**src/rtl/note_sequencer.sv**
```systemverilog
// rtl/note_sequencer.sv - song ROM playback sequencer with tempo, pause and end-of-track detection
module note_sequencer #(
    parameter int         IDX_W     = 6,
    parameter int         TEMPO_DIV = 12500000,
    parameter int         AUTOPLAY  = 1,
    parameter logic [7:0] END_CODE  = 8'hFF
) (
    input  logic             clk,
    input  logic             reset,
    input  logic             start,
    input  logic [1:0]       select,
    input  logic             pause,
    input  logic [7:0]       rom_data,
    output logic [IDX_W+1:0] rom_addr,
    output logic [7:0]       note_out,
    output logic             note_valid,
    output logic             playing,
    output logic             paused,
    output logic             song_end,
    output logic             next_req
);

    localparam int CNT_W = (TEMPO_DIV > 1) ? $clog2(TEMPO_DIV) : 1;
    localparam logic [CNT_W-1:0] TEMPO_LOAD = CNT_W'(TEMPO_DIV - 1);

    typedef enum logic [2:0] {
        IDLE   = 3'd0,
        FETCH  = 3'd1,
        LOAD   = 3'd2,
        PLAY   = 3'd3,
        PAUSED = 3'd4,
        DONE   = 3'd5
    } state_t;

    state_t           state_q, state_d;
    logic [1:0]       track_q, track_d;
    logic [IDX_W-1:0] idx_q, idx_d;
    logic [CNT_W-1:0] tempo_q, tempo_d;
    logic [7:0]       note_q, note_d;
    logic             pause_prev_q;
    logic             song_end_q, song_end_d;
    logic             next_req_q, next_req_d;
    logic             pause_edge;

    // State and datapath registers; pause history always tracks the raw level
    always_ff @(posedge clk or posedge reset) begin
        if (reset) begin
            state_q      <= IDLE;
            track_q      <= '0;
            idx_q        <= '0;
            tempo_q      <= '0;
            note_q       <= '0;
            pause_prev_q <= 1'b0;
            song_end_q   <= 1'b0;
            next_req_q   <= 1'b0;
        end else begin
            state_q      <= state_d;
            track_q      <= track_d;
            idx_q        <= idx_d;
            tempo_q      <= tempo_d;
            note_q       <= note_d;
            pause_prev_q <= pause;
            song_end_q   <= song_end_d;
            next_req_q   <= next_req_d;
        end
    end

    // Next-state logic: start overrides everything, then per-state behaviour
    always_comb begin
        state_d    = state_q;
        track_d    = track_q;
        idx_d      = idx_q;
        tempo_d    = tempo_q;
        note_d     = note_q;
        pause_edge = pause & ~pause_prev_q;

        if (start) begin
            track_d = select;
            idx_d   = '0;
            tempo_d = '0;
            note_d  = '0;
            state_d = FETCH;
        end else begin
            case (state_q)
                IDLE: state_d = IDLE;
                FETCH: state_d = LOAD;
                LOAD: begin
                    if (rom_data == END_CODE) begin
                        state_d = DONE;
                    end else begin
                        note_d  = rom_data;
                        tempo_d = TEMPO_LOAD;
                        state_d = PLAY;
                    end
                end
                PLAY: begin
                    // The last PLAY cycle of a note always advances; a pause edge
                    // there is dropped so a note never exceeds TEMPO_DIV PLAY cycles.
                    if (tempo_q == '0) begin
                        if (&idx_q) begin
                            state_d = DONE;
                        end else begin
                            idx_d   = idx_q + 1'b1;
                            state_d = FETCH;
                        end
                    end else begin
                        // The cycle in which pause is seen still counts as played.
                        tempo_d = tempo_q - 1'b1;
                        if (pause_edge) begin
                            state_d = PAUSED;
                        end
                    end
                end
                PAUSED: begin
                    if (pause_edge) begin
                        state_d = PLAY;
                    end
                end
                DONE: begin
                    note_d  = '0;
                    state_d = IDLE;
                end
                default: state_d = IDLE;
            endcase
        end

        // Registered so the pulse lines up exactly with the DONE cycle.
        song_end_d = (state_d == DONE);
        next_req_d = (state_d == DONE) && (AUTOPLAY != 0);
    end

    assign rom_addr   = {track_q, idx_q};
    assign note_out   = note_q;
    assign note_valid = (state_q == PLAY) && (note_q != 8'h00);
    assign playing    = (state_q == FETCH) || (state_q == LOAD) || (state_q == PLAY);
    assign paused     = (state_q == PAUSED);
    assign song_end   = song_end_q;
    assign next_req   = next_req_q;

endmodule
```
**config.mk**
```make
export PLATFORM = sky130hd
export DESIGN_NAME = note_sequencer
export DESIGN_NICKNAME = d
export VERILOG_FILES = /design/src/rtl/note_sequencer.sv
export SDC_FILE = /design/constraint.sdc
export NUM_CORES = 1
export LEC_CHECK = 0
export CAP_MARGIN = 20
export CORE_ASPECT_RATIO = 1.4
export CORE_UTILIZATION = 38
export CTS_BUF_LIST = sky130_fd_sc_hd__clkbuf_8 sky130_fd_sc_hd__clkbuf_16
export DETAILED_ROUTE_END_ITERATION = 16
export SYNTH_ARGS = -nofsm -noshare
export SYNTH_HDL_FRONTEND = slang
export SYNTH_SLANG_ARGS = --single-unit
```
**constraint.sdc**
```tcl
create_clock -name clk -period 2.6 [get_ports clk]
set_input_delay 0.52 -clock clk [delete_from_list [all_inputs] [get_ports clk]]
set_output_delay 0.52 -clock clk [all_outputs]
set_load 0.01 [all_outputs]
```
# Word level (Yosys, flattened, before mapping)
# Cells that the tools add are included.
# word_totals
register_bits,45
inputBits,14
out_inout_bits,21
wordCells,52
# classes
n_addsub,2
n_eq_ne,10
muxes,18
bitwise,2
n_reduce_logical,13
# ops
op,count
$mux 24,3
$pmux 24 s2,1
$logic_not 24->1,1
$mux 6,4
$sub 24x1->24 const B,1
$mux 3,6
$mux 8,2
$pmux 8 s2,1
$pmux 3 s4,1
$eq 3x3->1 const B,3
$eq 8x8->1 const B,1
$reduce_bool 8->1,1
$add 6x1->6 const B,1
$eq 3x2->1 const B,2
$ne 3x3->1 const B,2
$reduce_and 3->1,2
$reduce_and 6->1,1
$reduce_bool 3->1,2
$reduce_bool 2->1,2
$eq 3x1->1 const B,1
$logic_or 1x1->1,2
$ne 2x2->1 const B,1
$reduce_and 2->1,1
$and 1x1->1,1
2 further kinds,2

# Logic depth before layout (Yosys ltp)
# Gate-level depths: netlist (run 1).
# depth
word_depth,7
depth_mapped,8
mapped_depth_nobuf,7

# Worst setup path before layout (run 1)
# OpenSTA, ideal clock, no wires.
# synth_timing
path_type,flip-flop to flip-flop
start,register tempo_q[0]
end,register idx_q[1]
setup_ps,132
arrival_time_ps,1863
t_required_ps,2468
path_slack_ps,605
path_stages_with_launch,8
n_path_buf,0
synth_period_minus_slack_ps,1995
cell_sequence,dfrtp_1 > inv_1 > ha_1 > nor4b_1 > nand4_2 > nor4b_4 > mux2i_1 > nor2_1
# synth_via
elab_chain_cells,3
# synth_lines
element,line_no,source
"start, declared",38,"logic [CNT_W-1:0] tempo_q, tempo_d;"
"start signal, assigned",60,tempo_q <= tempo_d;
$logic_not 24->1,99,if (tempo_q == '0) begin
$reduce_bool 2->1 (no source line),n/a,
$reduce_and 3->1 (no source line),n/a,
"end signal, assigned",59,idx_q <= idx_d;
"end, declared",37,"logic [IDX_W-1:0] idx_q, idx_d;"
# No other way between the ends.
# A chain may end at the register's enable or synchronous reset.

# Worst setup path in the final report (run 1)
# layout_timing
start,register state_q[2]
end,output port note_valid
# layout_via
elab_chain_cells,2
# layout_lines
element,line_no,source
"start, declared",35,"state_t state_q, state_d;"
"start signal, assigned",57,state_q <= state_d;
$eq 3x2->1,134,assign note_valid = (state_q == PLAY) && (note_q != 8'h00);
$logic_and 1x1->1,134,
"end, declared",16,"output logic note_valid,"
# No other way between the ends.

==> results.md, run 1 <==
- Mapped Area: 2560 µm²
- Transition time at the pin with the least slew margin: about 640 ps
- Global placement routability congestion: slightly above 0.8
- Number of vias in the routed layout: about 2200
- Avg Synthesized Cell Area: 9.78 µm²
- EDFF count, synth: 0
- Global-route wire length before repair: between 10000 and 15000 µm
- Relative slew slack: between 50% and 60%
- Count of maximum capacitance violations: 0
- 1st-iter DRT viols: 139
- Cell variety after synth: 50
- Routed wire per std cell: between 15 and 20 µm
- Area of the die: about 7100 µm²
- Worst min-delay path category: flip-flop to flip-flop
- DR pass1 iterations: 6
- TritonCTS Buffers: 5
- Total power of the final layout: 2.42 mW
- CP Data Required Time: 2080 ps
- Final routed wirelength across all metal layers: between 6000 and 7000 µm
- Endpoint class of the critical path: primary output
- Worst setup path class: flip-flop to primary output
- Final design instance area without fill: 3110 µm²
- Detailed placer's ending HPWL: around 4500 µm
- Number of global-route vias before repair: approximately 2200
- Effective utilization at floorplan: between 30 and 40%
- Count of placed standard cells including taps: approximately 370
- Post-layout net count: around 320
- Portion of netlist area occupied by mux cells: 4.83%
- Power per cell area: approximately 780 nW/µm²
- Clock H-tree levels: 2
- Count of buffers inserted at the top-level ports: 34
- FILL cells: 630
- Final cycle utilization of the critical path: a little over nine tenths
- Sequential share of the synthesized area: a little over two fifths
- Count of hold-fix buffers inserted at cts: 0
- Syn Nets: 279
- DRT antenna net count: 0
- Peak supply drop: around 350 µV
- Core area: 6570 µm²
- Library cell with the largest summed area after synthesis: dfrtp_1
- Upper clock frequency limit: a little over 0.4 GHz
- Fraction of registers with async set/reset: 100%
- Setup repair after global routing missed its margin: false
- Overall track demand over capacity in global routing: between 10% and 20%
- Area of placed instances: 3030 µm²
- Leading post-synthesis cells by cell area: dfrtp_1 44%, a21oi_1 4.9%, a311oi_1 4.4%
- Min Tclk post-route: 2440 ps
- Share of synthesized cell area in and, or, nand and nor gates: 24.1%
- Clock Tree Buf Depth: 2
- Clock latency on the worst-skew pair: 290 ps
- I/O Pins: 35
- Count of cells resized by post-cts repair: 0
- Clock-pin slew on the worst setup and hold paths: approximately 80 ps
- Cell at the root of the clock tree: clkbuf_8
- Main combinational cell family by area after synthesis: simple AND/OR/NAND/NOR gates
- Compound-cell area share of the yosys netlist: approximately 22%
- Most frequent cells in the layout: 45 x dfrtp_1, 34 x clkdlybuf4s50_1, 28 x nor2_1
- Setup TNS: 0 ps
- Largest net degree at the start of global routing: 25
- Number of endpoints failing setup at the final stage: 0
- Die width: approximately 71 µm
- Final Non-Filler Cells: around 380
- Final Hold Viols: 0
- Ys flop type: dfrtp_1
- Detailed-route DRC error count: 0
- Number of antenna violations at the first check in global routing: 0
- Status: finished clean
- Crit-path max FO: 7
- Clock sink total: 45
- Remaining global-route overflow: 0
- Warning count from the yosys run: 0
- Type of origin of the critical path: flip-flop
- Critical Path AT: 1920 ps
- Total of flip-flops plus latches after synthesis: 45
- Fraction of final layout cells sized beyond drive strength 1: between 10% and 20%
- Clock skew after layout: 5.79 ps
- Adder and majority cell fraction of the synthesized area: around 1.5%
- Mapped Cells: between 200 and 300
- Number of cell rows: 35
- Commonest non-fill, non-tap cell in the layout: dfrtp_1
- Post-CTS setup repair buffer count: 0
- CTS tree: done
- Xor and xnor area share after synthesis: less than 1%
- Detailed-route vias per instance: approximately 5.9
- Pins over their slew limit: 0
- Synth-to-layout area growth: 21.5%
- Utilization after layout: about 47%
- Chip Height: about 100 µm
- Share of the synthesized area in the top cell type: between 40% and 50%
- Ant diodes: 0
- Leakage: 1.34 nW
Yosys cell counts (3+ instances only):
library cell / n
and3_1: 4
clkbuf_1: 7
o41ai_1: 4
o31ai_1: 7
nor4_1: 6
inv_1: 8
nor2_1: 28
buf_2: 4
a31oi_1: 4
or4_1: 4
ha_1: 3
nor2b_1: 5
or3_1: 6
nor4b_1: 3
nand2_1: 6
a21oi_1: 25
nand4_1: 3
o21a_1: 8
nand2b_1: 5
a311oi_1: 13
nor4_2: 3
mux2_2: 3
o21ai_0: 8
a21o_1: 3
nor3_1: 5
dfrtp_1: 45
mux2i_1: 9
nand4b_1: 3
nand3_1: 4
final timing paths:
| check | startpoint | end | slack, ps | cells after the start |
|---|---|---|---|---|
| min in group asynchronous | reset | note_out[6] | 570 | 2 |
| hold reg to reg | track_q[0] | track_q[0] | 520 | 1 |
| setup / recovery | state_q[2] | note_valid | 160 | 4 |
| hold / removal | track_q[0] | track_q[0] | 520 | 1 |
| setup reg to reg | tempo_q[0] | idx_q[1] | 300 | 7 |
| max in group asynchronous | reset | tempo_q[15] | 1520 | 3 |
power breakdown:
part	switching (mW)	total [mW]	internal, mW
clock network	0.227	0.406	0.180
logic	0.647	1.07	0.421
registers	0.145	0.948	0.803
registers in the layout, summed over array words and instances (netlist names):
signal and flops:
idx_q 6, pause_prev_q 1, state_q 3, track_q 2, note_out 8, next_req 1, tempo_q 24
stage by stage:
| step | hold WS (ps) | setup slack (ps) |
|---|---|---|
| 6_report | 525 | 160 |
| 2_1_floorplan | 484 | 605 |
| 3_5_place_dp | 503 | 260 |
| 5_1_grt | 529 | 68.5 |
| 3_3_place_gp | 492 | 303 |
| 4_1_cts | 526 | 158 |
layout make-up:
type | count | area (µm²) | area share [%]
flip-flops and latches | 45 | 1130 | 36.2
inverters | 8 | 30.0 | 0.965
multi-input cells | 196 | 1350 | 43.3
clock buffers | 5 | 68.8 | 2.21
clock inverters | 3 | 11.3 | 0.362
repair buffers | 45 | 435 | 14.0
well taps | 74 | 92.6 | 2.97
worst max-delay path: stages (launching register included):
cell and delay (ps):
dfrtp_1 450, nor2b_1 330, nand2_1 150, a21oi_1 140, clkdlybuf4s50_1 560
routing by layer:
layer  share of wire [%]  GRT usage [%]  vias up
li1                    -              -     1080
met1                  44           23.3     1078
met2                  51           32.5       41
met3                 2.5           2.53       12
met4                 2.0           7.08        0
met5                   0              0        -
cell families (layout without fill, tap and decap cells):
| kind of cell | after synthesis | count (layout) |
|---|---|---|
| AO/OA/AOI/OAI | 81 | 81 |
| buffers and inverters | 21 | 61 |
| AND/OR/NAND/NOR | 99 | 99 |
| flip-flops | 45 | 45 |
| adder cells (fa/ha/maj) | 3 | 3 |
| XOR/XNOR | 1 | 1 |
| multiplexers | 12 | 12 |
(Power assumes the default switching activity.)
==> run 2: changes to the inputs <==
REMOVE_ABC_BUFFERS = 1   (was not set)
==> run 2 against run 1 <==
  * Wire length is 0.79% lower
  * Sequential power is essentially flat
  * Via count up 0.81%
  * Flip-flop and latch count stayed put
==> results.md, run 2 (same netlist as run 1, synthesis figures left out) <==
- Pins over their slew limit: 0 (unchanged)
- Die width: 71.4 µm (unchanged)
- Relative slew slack: 60.1% (was 57.3%)
- Final routed wirelength across all metal layers: 6170 µm (was 6210 µm)
- Chip Height: 99.2 µm (unchanged)
- Crit-path max FO: 7 (unchanged)
- Top cell family by delay on the critical path: buffers and inverters (unchanged)
- I/O Pins: 35 (unchanged)
- Number of antenna violations at the first check in global routing: 0 (unchanged)
- Post-CTS setup repair buffer count: 0 (unchanged)
- Detailed placer's ending HPWL: 4180 µm (was 4480 µm)
- Clock latency on the worst-skew pair: 300 ps (was 290 ps)
- Post-layout net count: 316 (was 318)
- Pre-CTS worst setup slack: 270 ps (was 260 ps)
- Transition time at the pin with the least slew margin: 598 ps (was 639 ps)
- Setup TNS: 0 ps (unchanged)
- Remaining global-route overflow: 0 (unchanged)
- Most frequent cells in the layout: 45 x dfrtp_1, 34 x clkdlybuf4s50_1, 28 x nor2_1 (unchanged)
- Routed wire per std cell: 16.5 µm (about the same)
- CP Data Required Time: 2080 ps (about the same)
- Commonest non-fill, non-tap cell in the layout: dfrtp_1 (unchanged)
- DR pass1 iterations: 4 (was 6)
- Fin Hold WS: 516 ps (was 525 ps)
- Global placement routability congestion: 0.775 (was 0.807)
- TritonCTS Buffers: 5 (unchanged)
- Worst setup path class: flip-flop to primary output (unchanged)
- Overall track demand over capacity in global routing: 18.8% (was 18.7%)
- Number of endpoints failing setup at the final stage: 0 (unchanged)
- Setup repair after global routing missed its margin: false (unchanged)
- CTS tree: done (unchanged)
- Slowest cell on the critical path: clkdlybuf4s50_1 (unchanged)
- Count of buffer and inverter cells on the critical path: 1 (unchanged)
- Effective utilization at floorplan: 39.0% (unchanged)
- Chain of cells forming the critical path: nor2b_1 > nand2_1 > a21oi_1 > clkdlybuf4s50_1 (unchanged)
- Status: finished clean (unchanged)
- Final cycle utilization of the critical path: 93.0% (was 93.8%)
- Critical Path AT: 1900 ps (was 1920 ps)
- Delay of the slowest cell on the worst path: 560 ps (about the same)
- Count of maximum capacitance violations: 0 (unchanged)
- Clock Tree Buf Depth: 2 (unchanged)
- Worst min-delay path category: flip-flop to flip-flop (unchanged)
- Final design instance area without fill: 3120 µm² (was 3110 µm²)
- Core area: 6570 µm² (unchanged)
- Upper clock frequency limit: 0.413 GHz (was 0.410 GHz)
- Area of placed instances: 3010 µm² (was 3030 µm²)
- Clock sink total: 45 (unchanged)
- 1st-iter DRT viols: 151 (was 139)
- Min Tclk post-route: 2420 ps (was 2440 ps)
- Detailed-route vias per instance: 5.96 (was 5.88)
- Type of origin of the critical path: flip-flop (unchanged)
- Number of vias in the routed layout: 2229 (was 2211)
- Clock-pin slew on the worst setup and hold paths: 90 ps (was 80 ps)
- Number of cell rows: 35 (unchanged)
- Peak supply drop: 547 µV (was 353 µV)
- Count of hold-fix buffers inserted at cts: 0 (unchanged)
- Area of the die: 7080 µm² (unchanged)
- Cell at the root of the clock tree: clkbuf_8 (unchanged)
- Clock H-tree levels: 2 (unchanged)
- Leakage: 1.33 nW (was 1.34 nW)
- Number of global-route vias before repair: 2169 (was 2179)
- Fraction of final layout cells sized beyond drive strength 1: 11.3% (about the same)
- Power per cell area: 820 nW/µm² (was 778 nW/µm²)
- Largest net degree at the start of global routing: 46 (was 25)
- DRT antenna net count: 0 (unchanged)
- Smallest setup slack after layout: 181 ps (was 160 ps)
- Detailed-route DRC error count: 0 (unchanged)
- Count of cells resized by post-cts repair: 0 (unchanged)
- Largest register FFs: 24 (unchanged)
- Endpoint class of the critical path: primary output (unchanged)
- Most flop-heavy register: tempo_q (unchanged)
- Synth-to-layout area growth: 21.8% (was 21.5%)
- Ant diodes: 0 (unchanged)
- Clock skew after layout: 7.51 ps (was 5.79 ps)
- Global-route wire length before repair: 10500 µm (was 10400 µm)
- Final Hold Viols: 0 (unchanged)
- Count of buffers inserted at the top-level ports: 34 (unchanged)
==> run 2: changes by cell type in the layout (fill, tap and decap cells not counted), sizes merged <==
cell / delta
buf: -2
inv: -2
bufinv: +1
clkbuf: +1
==> run 2: layer usage <==
layer | vias to the layer above | share of wire [%] | GRT usage, %
li1 | 1066 | - | -
met1 | 1089 | 44 | 23.9
met2 | 61 | 50 | 31.4
met3 | 13 | 4.2 | 2.94
met4 | 0 | 2.1 | 8.62
met5 | - | 0 | 0
==> run 2: area by class of cell <==
| type | count | area (µm²) |
|---|---|---|
| clock inverters | 2 | 33.8 |
| clock buffers | 6 | 82.6 |
| multi-input cells | 196 | 1350 |
| well taps | 74 | 92.6 |
| flip-flops and latches | 45 | 1130 |
| repair buffers | 43 | 408 |
| inverters | 8 | 30.0 |
| fillers | 647 | 3450 |
==> run 2: worst paths after layout <==
path | end | slack (ps) | startpoint | cells after the start
min in group asynchronous | idx_q[2] | 670 | reset | 3
max | note_valid | 180 | state_q[2] | 4
max reg2reg | tempo_q[0] | 340 | tempo_q[12] | 5
min reg2reg | track_q[1] | 520 | track_q[1] | 1
max in group asynchronous | tempo_q[3] | 1530 | reset | 3
min | track_q[1] | 520 | track_q[1] | 1
==> run 2: power breakdown <==
part / switching (mW) / leakage [nW] / internal [mW] / total (mW)
Clock: 0.250 / 0.0626 / 0.310 / 0.560
Sequential: 0.142 / 0.603 / 0.803 / 0.945
Combinational: 0.639 / 0.668 / 0.416 / 1.05
Total: 1.03 / 1.33 / 1.53 / 2.56
==> run 2: stage by stage <==
step / util [%] / power [mW] / instances
after global placement: 45.8 / 2.00 / 366
after floorplan: - / 1.67 / 249
after CTS: 47.5 / 2.58 / 374
final: 47.5 / 2.56 / 374
after detailed placement: 45.8 / 2.01 / 366
after global routing: 47.5 / 2.73 / 374
